===== config.mk =====
export PLATFORM = sky130hd
export DESIGN_NAME = spoken_number_accumulator
export DESIGN_NICKNAME = d
export VERILOG_FILES = /design/src/rtl/spoken_number_accumulator.sv
export SDC_FILE = /design/constraint.sdc
export NUM_CORES = 1
export LEC_CHECK = 0
export ABC_AREA = 1
export BUFFER_PORTS_ARGS = -buffer_cell sky130_fd_sc_hd__buf_4
export CORE_UTILIZATION = 40
export DETAILED_ROUTE_END_ITERATION = 16
export GPL_ROUTABILITY_DRIVEN = 0
export GPL_TIMING_DRIVEN = 0
export PLACE_DENSITY = 0.57
export REMOVE_ABC_BUFFERS = 1
export SKIP_LAST_GASP = 1
export SLEW_MARGIN = 0
export SYNTH_ARGS = -nofsm -noshare
export SYNTH_HDL_FRONTEND = slang
export SYNTH_SLANG_ARGS = --single-unit

===== constraint.sdc =====
create_clock -name clk -period 5.7 [get_ports clk]
set_input_delay 1.14 -clock clk [delete_from_list [all_inputs] [get_ports clk]]
set_output_delay 1.14 -clock clk [all_outputs]
set_load 0.02 [all_outputs]

===== src/rtl/spoken_number_accumulator.sv =====
// Assembles a decimal number from spoken digit-group word IDs and converts it to BCD.
// Optional macro DIGIT_GROUP_CHECK_EN rejects words that would overwrite an occupied group.
module spoken_number_accumulator #(
  parameter int DIGITS = 4,
  parameter int VAL_W  = 14,
  parameter int ID_W   = 6
) (
  input  logic                  clk,
  input  logic                  reset,
  input  logic [ID_W-1:0]       id,
  input  logic                  id_valid,
  output logic [VAL_W-1:0]      value_out,
  output logic [4*DIGITS-1:0]   bcd_out,
  output logic                  out_valid,
  output logic                  busy,
  output logic                  err
);

  localparam int DONE_ID  = 28 + 9 * (DIGITS - 2);
  localparam int START_ID = DONE_ID + 1;
  localparam int BCD_W    = 4 * DIGITS;
  localparam int DD_W     = BCD_W + VAL_W;
  localparam int CNT_W    = $clog2(VAL_W + 1);

  function automatic int pow10(input int n);
    int r;
    r = 1;
    for (int i = 0; i < n; i++) r = r * 10;
    return r;
  endfunction

  typedef enum logic [1:0] {IDLE, COLLECT, CONVERT, PRESENT} state_t;
  state_t state, state_nxt;

  logic [31:0]       id_ext;
  logic [DIGITS-1:0] hit;
  logic [VAL_W-1:0]  gval [DIGITS];
  logic [VAL_W-1:0]  wv   [DIGITS+1];
  logic [VAL_W-1:0]  grp  [DIGITS];
  logic [VAL_W-1:0]  psum [DIGITS+1];
  logic [VAL_W-1:0]  word_val;
  logic              is_num, is_done, is_start, is_bad, is_teen;
  logic              acc, reject, grp_clr, grp_wr, load;

  logic [VAL_W-1:0]  sum_p0;
  logic [DD_W-1:0]   dd_p0;
  logic [DD_W-1:0]   dd_adj;
  logic [CNT_W-1:0]  cnt_p0;

  assign id_ext = 32'(id);

  // Word decode: each digit position owns a contiguous ID range
  assign wv[0]   = '0;
  assign psum[0] = '0;
  for (genvar g = 0; g < DIGITS; g++) begin : g_dig
    if (g == 0) begin : g_ones
      assign hit[g]  = (id_ext >= 32'd1) && (id_ext <= 32'd9);
      assign gval[g] = VAL_W'(id_ext);
    end else if (g == 1) begin : g_tens
      assign hit[g]  = (id_ext >= 32'd10) && (id_ext <= 32'd27);
      assign gval[g] = (id_ext <= 32'd20) ? VAL_W'(id_ext)
                                          : VAL_W'((id_ext - 32'd18) * 32'd10);
    end else begin : g_high
      localparam int BASE = 28 + 9 * (g - 2);
      localparam int POW  = pow10(g);
      assign hit[g]  = (id_ext >= 32'(BASE)) && (id_ext <= 32'(BASE + 8));
      assign gval[g] = VAL_W'((id_ext - 32'(BASE) + 32'd1) * 32'(POW));
    end
    assign wv[g+1]   = wv[g] | (hit[g] ? gval[g] : '0);
    assign psum[g+1] = psum[g] + grp[g];
  end

  assign word_val = wv[DIGITS];
  assign is_num   = |hit;
  assign is_done  = (id_ext == 32'(DONE_ID));
  assign is_start = (id_ext == 32'(START_ID));
  assign is_bad   = !is_num && !is_done && !is_start;
  assign is_teen  = (id_ext >= 32'd10) && (id_ext <= 32'd19);

  assign acc     = id_valid && ((state == IDLE) || (state == COLLECT));
  assign grp_clr = acc && (is_start || ((state == IDLE) && is_num));
  assign grp_wr  = acc && is_num && !reject;
  assign load    = acc && (state == COLLECT) && is_done;

`ifdef DIGIT_GROUP_CHECK_EN
  logic [DIGITS:0] occ;
  logic            tens_teen;
  assign occ[0] = 1'b0;
  for (genvar g = 0; g < DIGITS; g++) begin : g_occ
    assign occ[g+1] = occ[g] | (hit[g] && (grp[g] != '0));
  end
  assign tens_teen = (grp[1] >= VAL_W'(10)) && (grp[1] <= VAL_W'(19));
  assign reject    = (state == COLLECT) &&
                     (occ[DIGITS] || (hit[0] && tens_teen) || (is_teen && (grp[0] != '0)));
`else
  assign reject = 1'b0;
`endif

  // Group registers; a teen word also clears the ones group
  for (genvar g = 0; g < DIGITS; g++) begin : g_grp
    always_ff @(posedge clk or posedge reset) begin
      if (reset) begin
        grp[g] <= '0;
      end else if (grp_wr && hit[g]) begin
        grp[g] <= word_val;
      end else if (grp_clr || ((g == 0) && grp_wr && is_teen)) begin
        grp[g] <= '0;
      end
    end
  end

  // Double-dabble step: add 3 to nibbles >= 5, binary part passes through
  assign dd_adj[VAL_W-1:0] = dd_p0[VAL_W-1:0];
  for (genvar g = 0; g < DIGITS; g++) begin : g_dd
    logic [3:0] nib;
    assign nib = dd_p0[VAL_W + 4*g +: 4];
    assign dd_adj[VAL_W + 4*g +: 4] = (nib >= 4'd5) ? nib + 4'd3 : nib;
  end

  always_ff @(posedge clk or posedge reset) begin
    if (reset) state <= IDLE;
    else       state <= state_nxt;
  end

  always_comb begin
    state_nxt = state;
    case (state)
      IDLE:    if (acc && (is_start || is_num)) state_nxt = COLLECT;
      COLLECT: if (acc && is_done) state_nxt = CONVERT;
      CONVERT: if (cnt_p0 == CNT_W'(VAL_W)) state_nxt = PRESENT;
      PRESENT: state_nxt = IDLE;
      default: state_nxt = IDLE;
    endcase
  end

  // p0: sum latch, shift-and-adjust, then register results on the way to PRESENT
  always_ff @(posedge clk or posedge reset) begin
    if (reset) begin
      sum_p0    <= '0;
      dd_p0     <= '0;
      cnt_p0    <= '0;
      value_out <= '0;
      bcd_out   <= '0;
    end else if (load) begin
      sum_p0 <= psum[DIGITS];
      dd_p0  <= {{BCD_W{1'b0}}, psum[DIGITS]};
      cnt_p0 <= '0;
    end else if (state == CONVERT) begin
      if (cnt_p0 != CNT_W'(VAL_W)) begin
        dd_p0  <= {dd_adj[DD_W-2:0], 1'b0};
        cnt_p0 <= cnt_p0 + 1'b1;
      end else begin
        value_out <= sum_p0;
        bcd_out   <= dd_p0[DD_W-1:VAL_W];
      end
    end
  end

  always_ff @(posedge clk or posedge reset) begin
    if (reset) begin
      err <= 1'b0;
    end else if (acc) begin
      if (is_start)              err <= 1'b0;
      else if (is_bad || reject) err <= 1'b1;
    end
  end

  // The cycle right after DONE is the load slot, so busy starts one edge later
  assign busy      = ((state == CONVERT) && (cnt_p0 != '0)) || (state == PRESENT);
  assign out_valid = (state == PRESENT);

endmodule


==> results.json <==
{
  "status": "complete, no violations",
  "final_layout_size_suffix_gt1_frac": 0.114,
  "placed_area_sq_um": 10300,
  "antenna_found_initial": 0,
  "die_y_um": 157,
  "wl_per_cell_um": 13.9,
  "hpwlAfterDp_mm": 16.3,
  "reg2reg_depth": 9,
  "cp.arrival_ns": 5.76,
  "fin_ws_ns": 0.297,
  "grt_pass1_wl_mm": 36.1,
  "fin_crit_sh": 0.948,
  "layout_commonest_cell": "nand2_1",
  "start_util": 0.408,
  "syn_area_sq_um": 9610,
  "p_leak_nw": 5.74,
  "synth_edf_count": 0,
  "die_area_sq_um": 24600,
  "drv_slew": 0,
  "worst_pin_slew_ns": 0.940,
  "rows": 56,
  "fin_area_sq_um": 11100,
  "top_usage_layer": "met2",
  "fin_nets": 1351,
  "drt_wl_total_mm": 21.3,
  "grtUsageMet3": 0.0275,
  "start_kind": "input port",
  "synth_seq_cells": 137,
  "root_buffer": "clkbuf_16",
  "synthFlopType": "dfrtp_1",
  "cp-endpoint": "grp[41]",
  "r2r_start": "grp[4]",
  "required_ns": 6.06,
  "crit_fanout": 10,
  "cts.sinks": 137,
  "postLayoutCoreUtil": 0.473,
  "period_minus_slack_ns": 5.40,
  "slowest_delay_ns": 0.55,
  "drv_cap": 0,
  "fmax_ghz": 0.185,
  "met2_usage": 0.305,
  "ys_seq_area_frac": 0.357,
  "yosysUniqueCellTypes": 43,
  "clock_path_buffers": 2,
  "io_buffers": 41,
  "worstSetupStartpoint": "id[1]",
  "vias": 7479,
  "r2r_slack_ns": 2.63,
  "drc_errors": 0,
  "cts.clk_slew.worst_paths_ns": 0.06,
  "ant_nets": 0,
  "num-fill-cells": 2350,
  "numCtsBuffers": 17,
  "rr_endpoint": "sum_p0[9]",
  "power.density_nw_per_um2": 527,
  "critPathKind": "input port to register",
  "grt_max_degree": 94,
  "postSynthCellCount": 1145,
  "hold-worst-slack_ns": 0.480,
  "dr.pass1.iters": 4,
  "ys_warn_count": 0,
  "ir_drop_uv": 231,
  "grt_overflow": 0,
  "relSlewSlack": 0.372,
  "crit_slowest_cell": "fa_1",
  "power_mw": 5.87,
  "finalHoldViolations": 0,
  "cts_tree": "yes",
  "multiInputGateArea_sq_um": 5490,
  "seq_area_sq_um": 3430,
  "cts-htree-levels": 4,
  "fin_skew_ns": 0.00781,
  "min_path_type": "register to register",
  "dp_slack_ns": -0.781,
  "core_area_sq_um": 23500,
  "grt_pass1_vias": 7369,
  "diodes": 0,
  "syn_to_final_growth_pct": 15.9,
  "met1_usage": 0.243,
  "avgSynthCellArea_sq_um": 8.39,
  "io_pins": 42,
  "viasPerCell": 4.89,
  "endpoint_kind": "register",
  "setup_viol": 0,
  "drtIter0Drc": 418,
  "mostFrequentLayoutCells": "nand2_1 (260), inv_1 (180), dfrtp_1 (137)",
  "insertion_delay_ns": 0.42,
  "ys_async_sr_fraction": 1.00,
  "grtUsageTotal": 0.186,
  "die_x_um": 157
}
## worst min-delay path by stage
| stage | cells past startpoint | endpoint | slack [ns] | startpoint |
|---|---|---|---|---|
| finish | 2 | value_out[4] | 0.48 | value_out[4] |
| global route | 2 | bcd_out[6] | 0.51 | bcd_out[6] |
| CTS | 2 | value_out[0] | 0.49 | value_out[0] |
| detailed placement | 2 | value_out[0] | 0.47 | value_out[0] |
| global placement | 2 | value_out[3] | 0.47 | value_out[3] |
| floorplan | 2 | dd_p0[7] | 0.46 | dd_p0[7] |
## area by class of cell
cell class	count	share of cell area
Multi-Input combinational cell	795	0.493
Sequential cell	137	0.308
Inverter	192	0.0661
Timing Repair Buffer	58	0.0441
Clock buffer	22	0.0426
Tap cell	319	0.0359
Clock inverter	8	0.0108
## sequential cells by signal, indices dropped and copies added (netlist names)
signal     cells
sum_p0        14
dd_p0         30
state          2
cnt_p0         4
bcd_out       16
value_out     14
grp           56
err            1
## worst max-delay path, delay by kind of cell
family                     cells  cell delay [ns]
AOI/OAI and AO/OA              3             0.42
and+or+nand+nor               11             1.07
buffers and inverters          5             0.52
adders and majority gates      6             2.60
## metrics by stage
stage                      TNS, ns  cells
after floorplan                  0   1124
after CTS                        0   1523
after detailed placement     -8.79   1487
after global routing      -0.00881   1531
after global placement     -122.30   1484
final                            0   1531
## kinds of logic after synthesis
kind of cell | after synthesis | synth area share
compound gates | 221 | 0.126
fa+ha+maj | 141 | 0.223
buf+inv | 213 | 0.0877
flops | 137 | 0.357
simple gates | 401 | 0.176
xor+xnor | 32 | 0.0292
## power by group
group / internal [mW] / total (mW) / switching (mW)
Clock: 0.715 / 1.11 / 0.390
Sequential: 1.34 / 1.57 / 0.227
Combinational: 1.26 / 3.19 / 1.93
## per-layer routing
metal | up-vias | wire, um
met1 | 3527 | 10000
met3 | 29 | 597
li1 | 3801 | -
met5 | - | 0
met4 | 0 | 544
met2 | 122 | 10100
## synthesized netlist by cell type, drive strengths merged (3+ instances only)
cell type,instances,area share
fa,51,0.11
nor2,60,0.029
a21oi,43,0.022
or2,7,0.0046
buf,11,0.0085
o21ai,126,0.066
nand3,50,0.027
nand4,3,0.0020
a31oi,11,0.0072
dfrtp,137,0.36
clkbuf,10,0.0039
nor3,6,0.0031
nand2,271,0.11
xnor2,10,0.0091
ha,90,0.12
o22ai,16,0.010
o221ai,5,0.0046
o211ai,4,0.0031
xor2,22,0.020
inv,192,0.075
## repair_timing
action | CTS | global route
hold buffers | 0 | 0
buffers inserted | 6 | 7
gates cloned | 0 | 0
endpoints found under the setup margin | 10 | 12
gates resized for setup | 8 | 24
pin swaps | 1 | 6
hold endpoints to repair | 0 | 0
(Power assumes the default switching activity.)
